[src/rtl/button_event_gen.sv]
// Turns the debounced button level into single-cycle press/release/long/repeat events,
// a held level and a wrapping press counter. Define BUTTON_REPEAT_EN to enable auto-repeat.
module button_event_gen #(
   parameter int CNT_W             = 24,
   parameter int LONG_PRESS_CYCLES = 12500000,
   parameter int REPEAT_CYCLES     = 2500000
) (
   input  logic       clk,
   input  logic       clr,
   input  logic       btn_in,
   output logic       press_pulse,
   output logic       release_pulse,
   output logic       long_pulse,
   output logic       repeat_pulse,
   output logic       held,
   output logic [7:0] press_count
);

   typedef enum logic [1:0] {
      IDLE    = 2'd0,
      PRESSED = 2'd1,
      HELD    = 2'd2
   } state_t;

   localparam logic [CNT_W-1:0] LONG_LAST = CNT_W'(LONG_PRESS_CYCLES - 1);

   if ((LONG_PRESS_CYCLES < 2) || (REPEAT_CYCLES < 2)) begin : g_bad_cycles
      $error("button_event_gen: cycle parameters must be at least 2");
   end

   state_t           state_q, state_d;
   logic             sync1_q, sync2_q, prev_q;
   logic [CNT_W-1:0] hold_cnt_q, hold_cnt_d;
   logic             press_pulse_q, press_pulse_d;
   logic             release_pulse_q, release_pulse_d;
   logic             long_pulse_q, long_pulse_d;
   logic             held_q, held_d;
   logic [7:0]       press_count_q, press_count_d;
   logic             rise, fall;

`ifdef BUTTON_REPEAT_EN
   localparam logic [CNT_W-1:0] REP_LAST = CNT_W'(REPEAT_CYCLES - 1);
   logic [CNT_W-1:0] rep_cnt_q, rep_cnt_d;
   logic             repeat_pulse_q, repeat_pulse_d;
`endif

   assign rise = sync2_q & ~prev_q;
   assign fall = ~sync2_q & prev_q;

   // Next-state and next-output logic; a fall always wins over a long/repeat threshold.
   always_comb begin
      state_d         = state_q;
      hold_cnt_d      = hold_cnt_q;
      press_pulse_d   = 1'b0;
      release_pulse_d = 1'b0;
      long_pulse_d    = 1'b0;
      held_d          = held_q;
      press_count_d   = press_count_q;
`ifdef BUTTON_REPEAT_EN
      rep_cnt_d       = rep_cnt_q;
      repeat_pulse_d  = 1'b0;
`endif
      case (state_q)
         IDLE: begin
            if (rise) begin
               press_pulse_d = 1'b1;
               held_d        = 1'b1;
               press_count_d = press_count_q + 8'd1;
               hold_cnt_d    = '0;
               state_d       = PRESSED;
            end else begin
               state_d = IDLE;
            end
         end
         PRESSED: begin
            if (fall) begin
               release_pulse_d = 1'b1;
               held_d          = 1'b0;
               hold_cnt_d      = '0;
               state_d         = IDLE;
            end else if (hold_cnt_q == LONG_LAST) begin
               long_pulse_d = 1'b1;
               hold_cnt_d   = '0;
`ifdef BUTTON_REPEAT_EN
               rep_cnt_d    = '0;
`endif
               state_d      = HELD;
            end else begin
               hold_cnt_d = hold_cnt_q + {{(CNT_W-1){1'b0}}, 1'b1};
            end
         end
         HELD: begin
            if (fall) begin
               release_pulse_d = 1'b1;
               held_d          = 1'b0;
               hold_cnt_d      = '0;
`ifdef BUTTON_REPEAT_EN
               rep_cnt_d       = '0;
`endif
               state_d         = IDLE;
`ifdef BUTTON_REPEAT_EN
            end else if (rep_cnt_q == REP_LAST) begin
               repeat_pulse_d = 1'b1;
               rep_cnt_d      = '0;
            end else begin
               rep_cnt_d = rep_cnt_q + {{(CNT_W-1){1'b0}}, 1'b1};
            end
`else
            end else begin
               state_d = HELD;
            end
`endif
         end
         default: begin
            state_d    = IDLE;
            held_d     = 1'b0;
            hold_cnt_d = '0;
`ifdef BUTTON_REPEAT_EN
            rep_cnt_d  = '0;
`endif
         end
      endcase
   end

   // Synchronizer, FSM state, counters and registered outputs; clr discards everything.
   always_ff @(posedge clk) begin
      if (clr) begin
         sync1_q         <= 1'b0;
         sync2_q         <= 1'b0;
         prev_q          <= 1'b0;
         state_q         <= IDLE;
         hold_cnt_q      <= '0;
         press_pulse_q   <= 1'b0;
         release_pulse_q <= 1'b0;
         long_pulse_q    <= 1'b0;
         held_q          <= 1'b0;
         press_count_q   <= 8'd0;
`ifdef BUTTON_REPEAT_EN
         rep_cnt_q       <= '0;
         repeat_pulse_q  <= 1'b0;
`endif
      end else begin
         sync1_q         <= btn_in;
         sync2_q         <= sync1_q;
         prev_q          <= sync2_q;
         state_q         <= state_d;
         hold_cnt_q      <= hold_cnt_d;
         press_pulse_q   <= press_pulse_d;
         release_pulse_q <= release_pulse_d;
         long_pulse_q    <= long_pulse_d;
         held_q          <= held_d;
         press_count_q   <= press_count_d;
`ifdef BUTTON_REPEAT_EN
         rep_cnt_q       <= rep_cnt_d;
         repeat_pulse_q  <= repeat_pulse_d;
`endif
      end
   end

   assign press_pulse   = press_pulse_q;
   assign release_pulse = release_pulse_q;
   assign long_pulse    = long_pulse_q;
   assign held          = held_q;
   assign press_count   = press_count_q;
`ifdef BUTTON_REPEAT_EN
   assign repeat_pulse  = repeat_pulse_q;
`else
   assign repeat_pulse  = 1'b0;
`endif

endmodule

[config.mk]
export PLATFORM = sky130hd
export DESIGN_NAME = button_event_gen
export DESIGN_NICKNAME = d
export VERILOG_FILES = /design/src/rtl/button_event_gen.sv
export SDC_FILE = /design/constraint.sdc
export NUM_CORES = 1
export LEC_CHECK = 0
export CAP_MARGIN = 20
export CORE_ASPECT_RATIO = 0.6
export CORE_MARGIN = 5
export CORE_UTILIZATION = 55
export DETAILED_ROUTE_END_ITERATION = 10
export PLACE_DENSITY = 0.76
export SLEW_MARGIN = 30
export SYNTH_ARGS = -nofsm -noshare
export SYNTH_HDL_FRONTEND = slang
export SYNTH_SLANG_ARGS = --single-unit
[constraint.sdc]
create_clock -name clk -period 2.1 [get_ports clk]
set_input_delay 0.42 -clock clk [delete_from_list [all_inputs] [get_ports clk]]
set_output_delay 0.42 -clock clk [all_outputs]
set_load 0.02 [all_outputs]
---- Word level (Yosys, flattened, before mapping) ----
Index checks and enable logic that the tools add are counted.
storage, ports and cells
  register bits after elaboration ......... 41
  logic and storage cells ................. 50
operators by class
  equal/unequal tests ..................... 7
  reductions and logical operators ........ 8
  mux-type cells .......................... 16
  bitwise gates (word level) .............. 7
  $add $sub $neg .......................... 2
operators with widths
  kind                     number
  $mux W24                 4
  $pmux W24 S3             1
  $add A24 B1 Y24 const B  1
  $eq A24 B24 Y1 const B   1
  $add A8 B1 Y8 const B    1
  $mux W1                  6
  $mux W2                  3
  $pmux W2 S3              1
  $reduce_and A2 Y1        3
  $reduce_or A2 Y1         3
  $not A1 Y1               5
  $ne A2 B2 Y1 const B     2
  $ne A3 B3 Y1 const B     1
  $reduce_or A3 Y1         1
  $and A1 B1 Y1            2
  $eq A2 B1 Y1 const B     1
  $eq A2 B2 Y1 const B     1
  $logic_not A2 Y1         1
  $ne A2 B1 Y1 const B     1
  $pmux W1 S2              1

---- Longest topological paths before layout ----
Gate-level depths: netlist of the first run.
  depth in word-level cells ............... 4
  gate-level depth with buffers ........... 8
  gate-level depth less buffers ........... 7

---- Worst setup path after synthesis of the first run ----
OpenSTA, ideal clock, no wires.
  path kind ............................... register -> register
  start point ............................. reg state_q[0]
  end point ............................... reg hold_cnt_q[19]
  stages on the path, launching flop included .. 9
  clock period less this slack ............ 1.784 ns
  path slack .............................. 0.316 ns
  setup time .............................. 0.117 ns
  path buffers ............................ 1
  arrival ................................. 1.667 ns
  cell sequence ........................... dfxtp_1 inv_1 ha_1 nand2b_1 a21oi_1 clkbuf_1 o2111ai_1 xnor2_1 nor2_1
between the ends
  cells in the longest elaborated chain, start to end .. 3
  elaborated cells between the ends (all ways) .. 7
RTL lines
  element                                                  RTL line  RTL
  start: declaration                                       31        state_t state_q, state_d;
  start signal: assignment                                 146       state_q <= state_d;
  $eq A2 B2 Y1 / $logic_not A2 Y1 (equally long branches)  63        case (state_q)
  $ne A2 B2 Y1 (no source line)                            -
  $reduce_and A2 Y1 (no source line)                       -
  end signal: assignment                                   147       hold_cnt_q <= hold_cnt_d;
  end: declaration                                         33        logic [CNT_W-1:0] hold_cnt_q, hold_cnt_d;
Several ways; a longest one is shown, not always the timed one.
A chain may end at the register's enable or synchronous reset.

---- Final worst setup path of the first run ----
  start point ............................. reg hold_cnt_q[14]
  end point ............................... reg hold_cnt_q[12]
between the ends
  cells in the longest elaborated chain, start to end .. 4
RTL lines
  element         RTL line  RTL
  $eq A24 B24 Y1  81        end else if (hold_cnt_q == LONG_LAST) begin
  $mux W24        81
  $mux W24        76        if (fall) begin
  $pmux W24 S3    63
Every way passes these cells.

==> metrics.md, run 1 <==
| Metric | Value |
|---|---|
| Worst r2r path cells | `6` |
| DR iter-0 viols | `143` |
| Commonest non-fill, non-tap cell in the layout | `dfxtp_1` |
| Via density | `5.83` |
| CTS root buffer | `clkbuf_8` |
| Hold Crit Class | `flip-flop to flip-flop` |
| Clk sinks | `41` |
| Syn avg cell area | `8.98 sq um` |
| # rows | `16` |
| Multi-input logic area | `1080 sq um` |
| H-Tree Depth | `2` |
| Setup violations, final | `0` |
| Final Util | `71.0%` |
| Crit path cell chain | `or4b_4, nor4_4, a21oi_4, o21bai_1, buf_4, o21ba_2` |
| Sequential Power Share | `48.4%` |
| DR WL met2 | `1890 um` |
| RSZ-0062 raised after global routing | `false` |
| Cell Pwr Density | `687 nW/um^2` |
| DRC | `0` |
| CP delay by family, top | `simple AND/OR/NAND/NOR gates` |
| Die ar. | `4890 sq um` |
| EDFF count, synth | `0` |
| Outcome | `finished, final reports clean` |
| Die H | `56.2 um` |
| Total nets after synthesis | `227` |
| Fin crit period | `2.03 ns` |
| Critical Path AT | `2.23 ns` |
| Comb power frac | `5.2%` |
| Placer Congestion | `0.916` |
| Yosys Warn Count | `0` |
| N_diodes | `0` |
| Leak | `0.860 nW` |
| WL/cell | `16.3 um` |
| Area post-placement | `2190 sq um` |
| M1 wire length | `2410 um` |
| Buffers on Ports | `14` |
| Critical-path top delay cell | `or4b_4` |
| Clock Power Share | `46.4%` |
| Slew Viols, Final | `0` |
| Register Area | `825 sq um` |
| Clk_lat worst skew | `0.30 ns` |
| Ys flop type | `dfxtp_1` |
| Final Hold Fails | `0` |
| Global-route wire length before repair | `7520 um` |
| Layout cell share with drive strength beyond 1 | `14.5%` |
| Initial Utilization | `58.5%` |
| Initial antenna violation count | `0` |
| Int Power | `0.00129 W` |
| Num ports | `16` |
| Share of flip-flops with an asynchronous set or reset | `0%` |
| Crit-path max FO | `8` |
| # nets final | `256` |
| #FFs+latches synth | `41` |
| Setup TNS | `0 ns` |
| Post-synth cell types | `47` |
| Layout area overhead | `21.3%` |
| Syn Std Cell Area | `1960 sq um` |
| Antenna Nets Post-Route | `0` |
| Post-DP HPWL | `3480 um` |
| Worst path bufs/invs | `1` |
| Stages on the worst setup path | `6` |
| Max-cap violation count | `0` |
| Vias in the first global route | `1527` |
| Sw Pwr | `0.000341 W` |
| Highest routed layer | `met4` |
| Clock slew at reported path FFs | `0.08 ns` |
| Die W | `87.0 um` |
| Hold-fix buffers, CTS | `0` |
| Post-synthesis cell count | `218` |
| Final Cycle Share | `96.5%` |
| Max frequency | `493 MHz` |
| Setup CP Type | `flip-flop to flip-flop` |
| Critical path endpoint category | `flip-flop` |
| CTS max path bufs | `2` |
| Slew HR | `62.2%` |
| Hold path cells | `1` |
| Global route overflow | `0` |
| Clk_skew | `0.00774 ns` |
| Sequential cell area fraction in the yosys report | `41.9%` |
| Routed WL | `4780 um` |
| Pin count of the biggest net entering global routing | `21` |
| Core footprint | `3340 sq um` |
| Worst Tran Pin Value | `0.565 ns` |
| Met3 Routed Length | `431 um` |
| Fillcell total | `237` |
| TritonRoute pass-1 iters | `5` |
| CTS Buf Count | `5` |
| Sw frac | `20.9%` |
| GRT Total Usage | `19.8%` |
| VDD IR max | `0.462 mV` |
| Commonest cells after routing, fill and taps aside | `dfxtp_1 (38), nor2_1 (26), xor2_1 (18)` |
| Via count | `1709` |
| Slowest stage delay, CP | `0.53 ns` |
| Fin area | `2370 sq um` |
| CTS tree | `yes` |
| Critical path launch point type | `flip-flop` |
| Critical path data required time | `2.30 ns` |
-- synth_stat cells (all sizes together) (2+ instances only) --
| library cell | n | area [sq um] |
|---|---|---|
| nor2b | 4 | 25.0 |
| nand4 | 6 | 37.5 |
| a21oi | 16 | 87.6 |
| buf | 5 | 36.3 |
| nand2b | 3 | 21.3 |
| nor3b | 2 | 20.0 |
| nand3b | 3 | 22.5 |
| clkbuf | 4 | 16.3 |
| xor2 | 18 | 158 |
| xnor2 | 2 | 17.5 |
| o211ai | 8 | 65.1 |
| and3 | 4 | 25.0 |
| nor3 | 2 | 10.0 |
| ha | 6 | 75.1 |
| nand2 | 15 | 56.3 |
| o21ai | 9 | 45.0 |
| and4 | 4 | 35.0 |
| o2111ai | 5 | 43.8 |
| nand3 | 7 | 35.0 |
| or3 | 7 | 43.8 |
| nor2 | 26 | 97.6 |
| dfxtp | 41 | 821 |
| inv | 4 | 15.0 |
| nor4 | 2 | 27.5 |
| and2 | 2 | 12.5 |
-- layout make-up --
class	instances	share of cell area, %
Multi-Input combinational cell	164	45.3
Clock inverter	3	2.74
Inverter	4	0.633
Clock buffer	5	2.90
Sequential cell	41	34.7
Timing Repair Buffer	31	11.3
Tap cell	45	2.37
-- registers in the layout, summed over array words and instances (netlist names) --
signal         count
sync1_q            1
release_pulse      1
press_count        8
held               1
prev_q             1
long_pulse         1
hold_cnt_q        24
state_q            2
sync2_q            1
press_pulse        1
-- through the flow --
step | total power, W | worst slack, ns | cells | hold slack (ns)
2_1_floorplan | 0.000860 | 0.316 | 218 | 0.414
3_3_place_gp | 0.000885 | 0.158 | 280 | 0.443
3_5_place_dp | 0.000889 | 0.0956 | 280 | 0.451
4_1_cts | 0.00164 | 0.0792 | 288 | 0.463
5_1_grt | 0.00168 | 0.00420 | 293 | 0.484
6_report | 0.00163 | 0.0726 | 293 | 0.465
-- worst register-to-register path: stages, from the launching register on --
cell and delay, ns:
dfxtp_2 0.37, or4b_4 0.53, nor4_4 0.32, a21oi_4 0.13, o21bai_1 0.21, buf_4 0.20, o21ba_2 0.17
-- per-layer routing --
layer / global-route usage, % / up-vias
met1: 30.7 / 797
met4: 4.89 / 0
li1: - / 842
met5: 0 / -
met2: 25.3 / 60
met3: 6.66 / 10
-- power by group through the flow --
stage                     Clock, W  Sequential (W)  Combinational, W
after global placement           0        0.000808         0.0000778
after CTS                 0.000764        0.000790         0.0000814
final                     0.000756        0.000790         0.0000846
after global routing      0.000797        0.000791         0.0000917
after detailed placement         0        0.000808         0.0000805
after floorplan                  0        0.000811         0.0000489
-- worst paths after layout --
path	from	to	slack [ns]
max	hold_cnt_q[14]	hold_cnt_q[12]	0.07
min	sync1_q	sync2_q	0.47
max reg2reg	hold_cnt_q[14]	hold_cnt_q[12]	0.07
min reg2reg	sync1_q	sync2_q	0.47
-- kinds of logic after synthesis --
group | share of synthesized area (%)
adder cells (fa/ha/maj) | 3.84
XOR/XNOR | 8.95
buffers and inverters | 3.45
flip-flops | 41.9
other | 0.192
AND/OR/NAND/NOR | 26.5
AO/OA/AOI/OAI | 15.2
-- timing repair --
| action | 4_1_cts | 5_1_grt |
|---|---|---|
| setup buffers | 0 | 5 |
| endpoints found under the setup margin | 0 | 2 |
| resized for setup | 0 | 4 |
No activity file was read; power rests on OpenSTA's default activity.
==> inputs of run 2 (changes only) <==
--- a/config.mk
+++ b/config.mk
@@ -10,7 +10,7 @@
 export CORE_MARGIN = 5
 export CORE_UTILIZATION = 55
 export DETAILED_ROUTE_END_ITERATION = 10
-export PLACE_DENSITY = 0.76
+export PLACE_DENSITY = 0.86
 export SLEW_MARGIN = 30
 export SYNTH_ARGS = -nofsm -noshare
 export SYNTH_HDL_FRONTEND = slang
==> run 2 against run 1 <==
Net effect:
- first-iteration DRC count shrank 20%
- clock-buffer cell count grew 1
- fmax grew 2.2%
- total power shrank 16%
- register-to-register slack gained 0.04 ns
- setup slack gained 0.044 ns
- critical path depth grew 2
- hold slack lost 0.021 ns
- die area is the same
==> metrics.md, run 2 (synthesis results as in run 1) <==
| Metric | Value |
|---|---|
| Outcome | `finished, final reports clean` |
| Critical path data required time | `2.33 ns` |
| # rows | `16` |
| Pin count of the biggest net entering global routing | `22` |
| Vias in the first global route | `1464` |
| # nets final | `251` |
| Via density | `5.76` |
| Placer Congestion | `0.860` |
| Initial Utilization | `58.5%` |
| Die W | `87.0 um` |
| Reg2reg end | `hold_cnt_q[23]` |
| Die ar. | `4890 sq um` |
| Setup CP Type | `flip-flop to flip-flop` |
| Final Cycle Share | `94.4%` |
| R2R Setup Slk | `0.12 ns` |
| GRT Total Usage | `18.4%` |
| Layout area overhead | `17.0%` |
| Slew HR | `63.4%` |
| Area post-placement | `2200 sq um` |
| WL/cell | `14.4 um` |
| Global route overflow | `0` |
| DR iter-0 viols | `115` |
| Core footprint | `3340 sq um` |
| Clock slew at reported path FFs | `0.08 ns` |
| Max-cap violation count | `0` |
| Worst Hold Path EP | `sync2_q` |
| Slew Viols, Final | `0` |
| Commonest cells after routing, fill and taps aside | `dfxtp_1 (41), nor2_1 (26), xor2_1 (18)` |
| CP startpoint | `state_q[0]` |
| Fin area | `2290 sq um` |
| Via count | `1658` |
| Worst r2r path cells | `8` |
| Num ports | `16` |
| Cell Pwr Density | `598 nW/um^2` |
| Resized Gates After CTS | `0` |
| DRC | `0` |
| Leak | `0.814 nW` |
| Buffers on Ports | `14` |
| Critical path endpoint category | `flip-flop` |
| RSZ-0062 raised after global routing | `true` |
| Worst Tran Pin Value | `0.542 ns` |
| Commonest non-fill, non-tap cell in the layout | `dfxtp_1` |
| N_diodes | `0` |
| VDD IR max | `0.404 mV` |
| Max frequency | `504 MHz` |
| CTS root buffer | `clkbuf_8` |
| R2r startpoint | `state_q[0]` |
| Clk_lat worst skew | `0.30 ns` |
| TritonRoute pass-1 iters | `4` |
| Initial antenna violation count | `0` |
| CTS Buf Count | `5` |
| Final Hold Fails | `0` |
| Setup violations, final | `0` |
| Antenna Nets Post-Route | `0` |
| CTS max path bufs | `2` |
| Hold path cells | `1` |
| # placed instances | `280` |
| Top reg by flops | `hold_cnt_q` |
| CTS tree | `yes` |
| Routed WL | `4150 um` |
| Hold-fix buffers, CTS | `0` |
| # Post-CTS Setup Buffers | `0` |
| H-Tree Depth | `2` |
| Number of flip-flops under the largest register name | `24` |
| Global-route wire length before repair | `7080 um` |
| Critical path launch point type | `flip-flop` |
| Fin crit period | `1.98 ns` |
| Hold Crit Class | `flip-flop to flip-flop` |
| Worst hold path startpoint | `sync1_q` |
| Layout cell share with drive strength beyond 1 | `11.5%` |
| Clk_skew | `0.00847 ns` |
| Clk sinks | `41` |
| Post-DP HPWL | `3040 um` |
| Crit-path max FO | `14` |
| Post-Layout Cell Count | `288` |
| Critical Path AT | `2.21 ns` |
| Die H | `56.2 um` |
run 2: area by class of cell:
cell class | instances | area (sq um)
timing repair buffer | 26 | 243
multi-input combinational | 164 | 1070
sequential | 41 | 821
tap | 45 | 56.3
clock buffer | 6 | 72.6
inverter | 4 | 15.0
fill | 254 | 1050
clock inverter | 2 | 10.0
run 2: routing by layer:
layer | GRT usage [%] | vias up | wire, um
met5 | 0 | - | 0
met4 | 7.33 | 0 | 59
met3 | 5.18 | 8 | 338
met2 | 22.9 | 57 | 1640
met1 | 28.7 | 768 | 2120
li1 | - | 825 | -
run 2: worst max-delay path by stage:
stage	endpoint	slack, ns	cells past startpoint
floorplan	hold_cnt_q[19]	0.32	8
global placement	hold_cnt_q[12]	0.18	6
detailed placement	hold_cnt_q[12]	0.11	6
CTS	hold_cnt_q[12]	0.06	6
global route	hold_cnt_q[21]	-0.005	8
finish	hold_cnt_q[23]	0.12	8
run 2: power by group:
group | switching (W) | total (W) | leakage, nW | internal (W)
combinational | 0.0000495 | 0.0000835 | 0.438 | 0.0000340
clock | 0.000264 | 0.000494 | 0.0450 | 0.000230
sequential | 0.00000624 | 0.000790 | 0.331 | 0.000784
run 2: through the flow:
stage               hold WS, ns  total power [W]  util, %  setup slack, ns  setup TNS, ns
floorplan                 0.414         0.000860        -            0.316              0
global placement          0.419         0.000887     65.9            0.179              0
finish                    0.444          0.00137     68.5            0.117              0
global route              0.462          0.00141     68.5         -0.00487       -0.00594
detailed placement        0.428         0.000890     65.9            0.106              0
CTS                       0.445          0.00138     68.4           0.0630              0
run 2: critical path, cell delays in order (launching register included):
cell      delay, ns
dfxtp_1        0.39
inv_1          0.08
ha_1           0.23
nand2b_1       0.15
a21oi_1        0.12
buf_4          0.20
o211ai_2       0.20
or3_1          0.40
a21oi_1        0.14
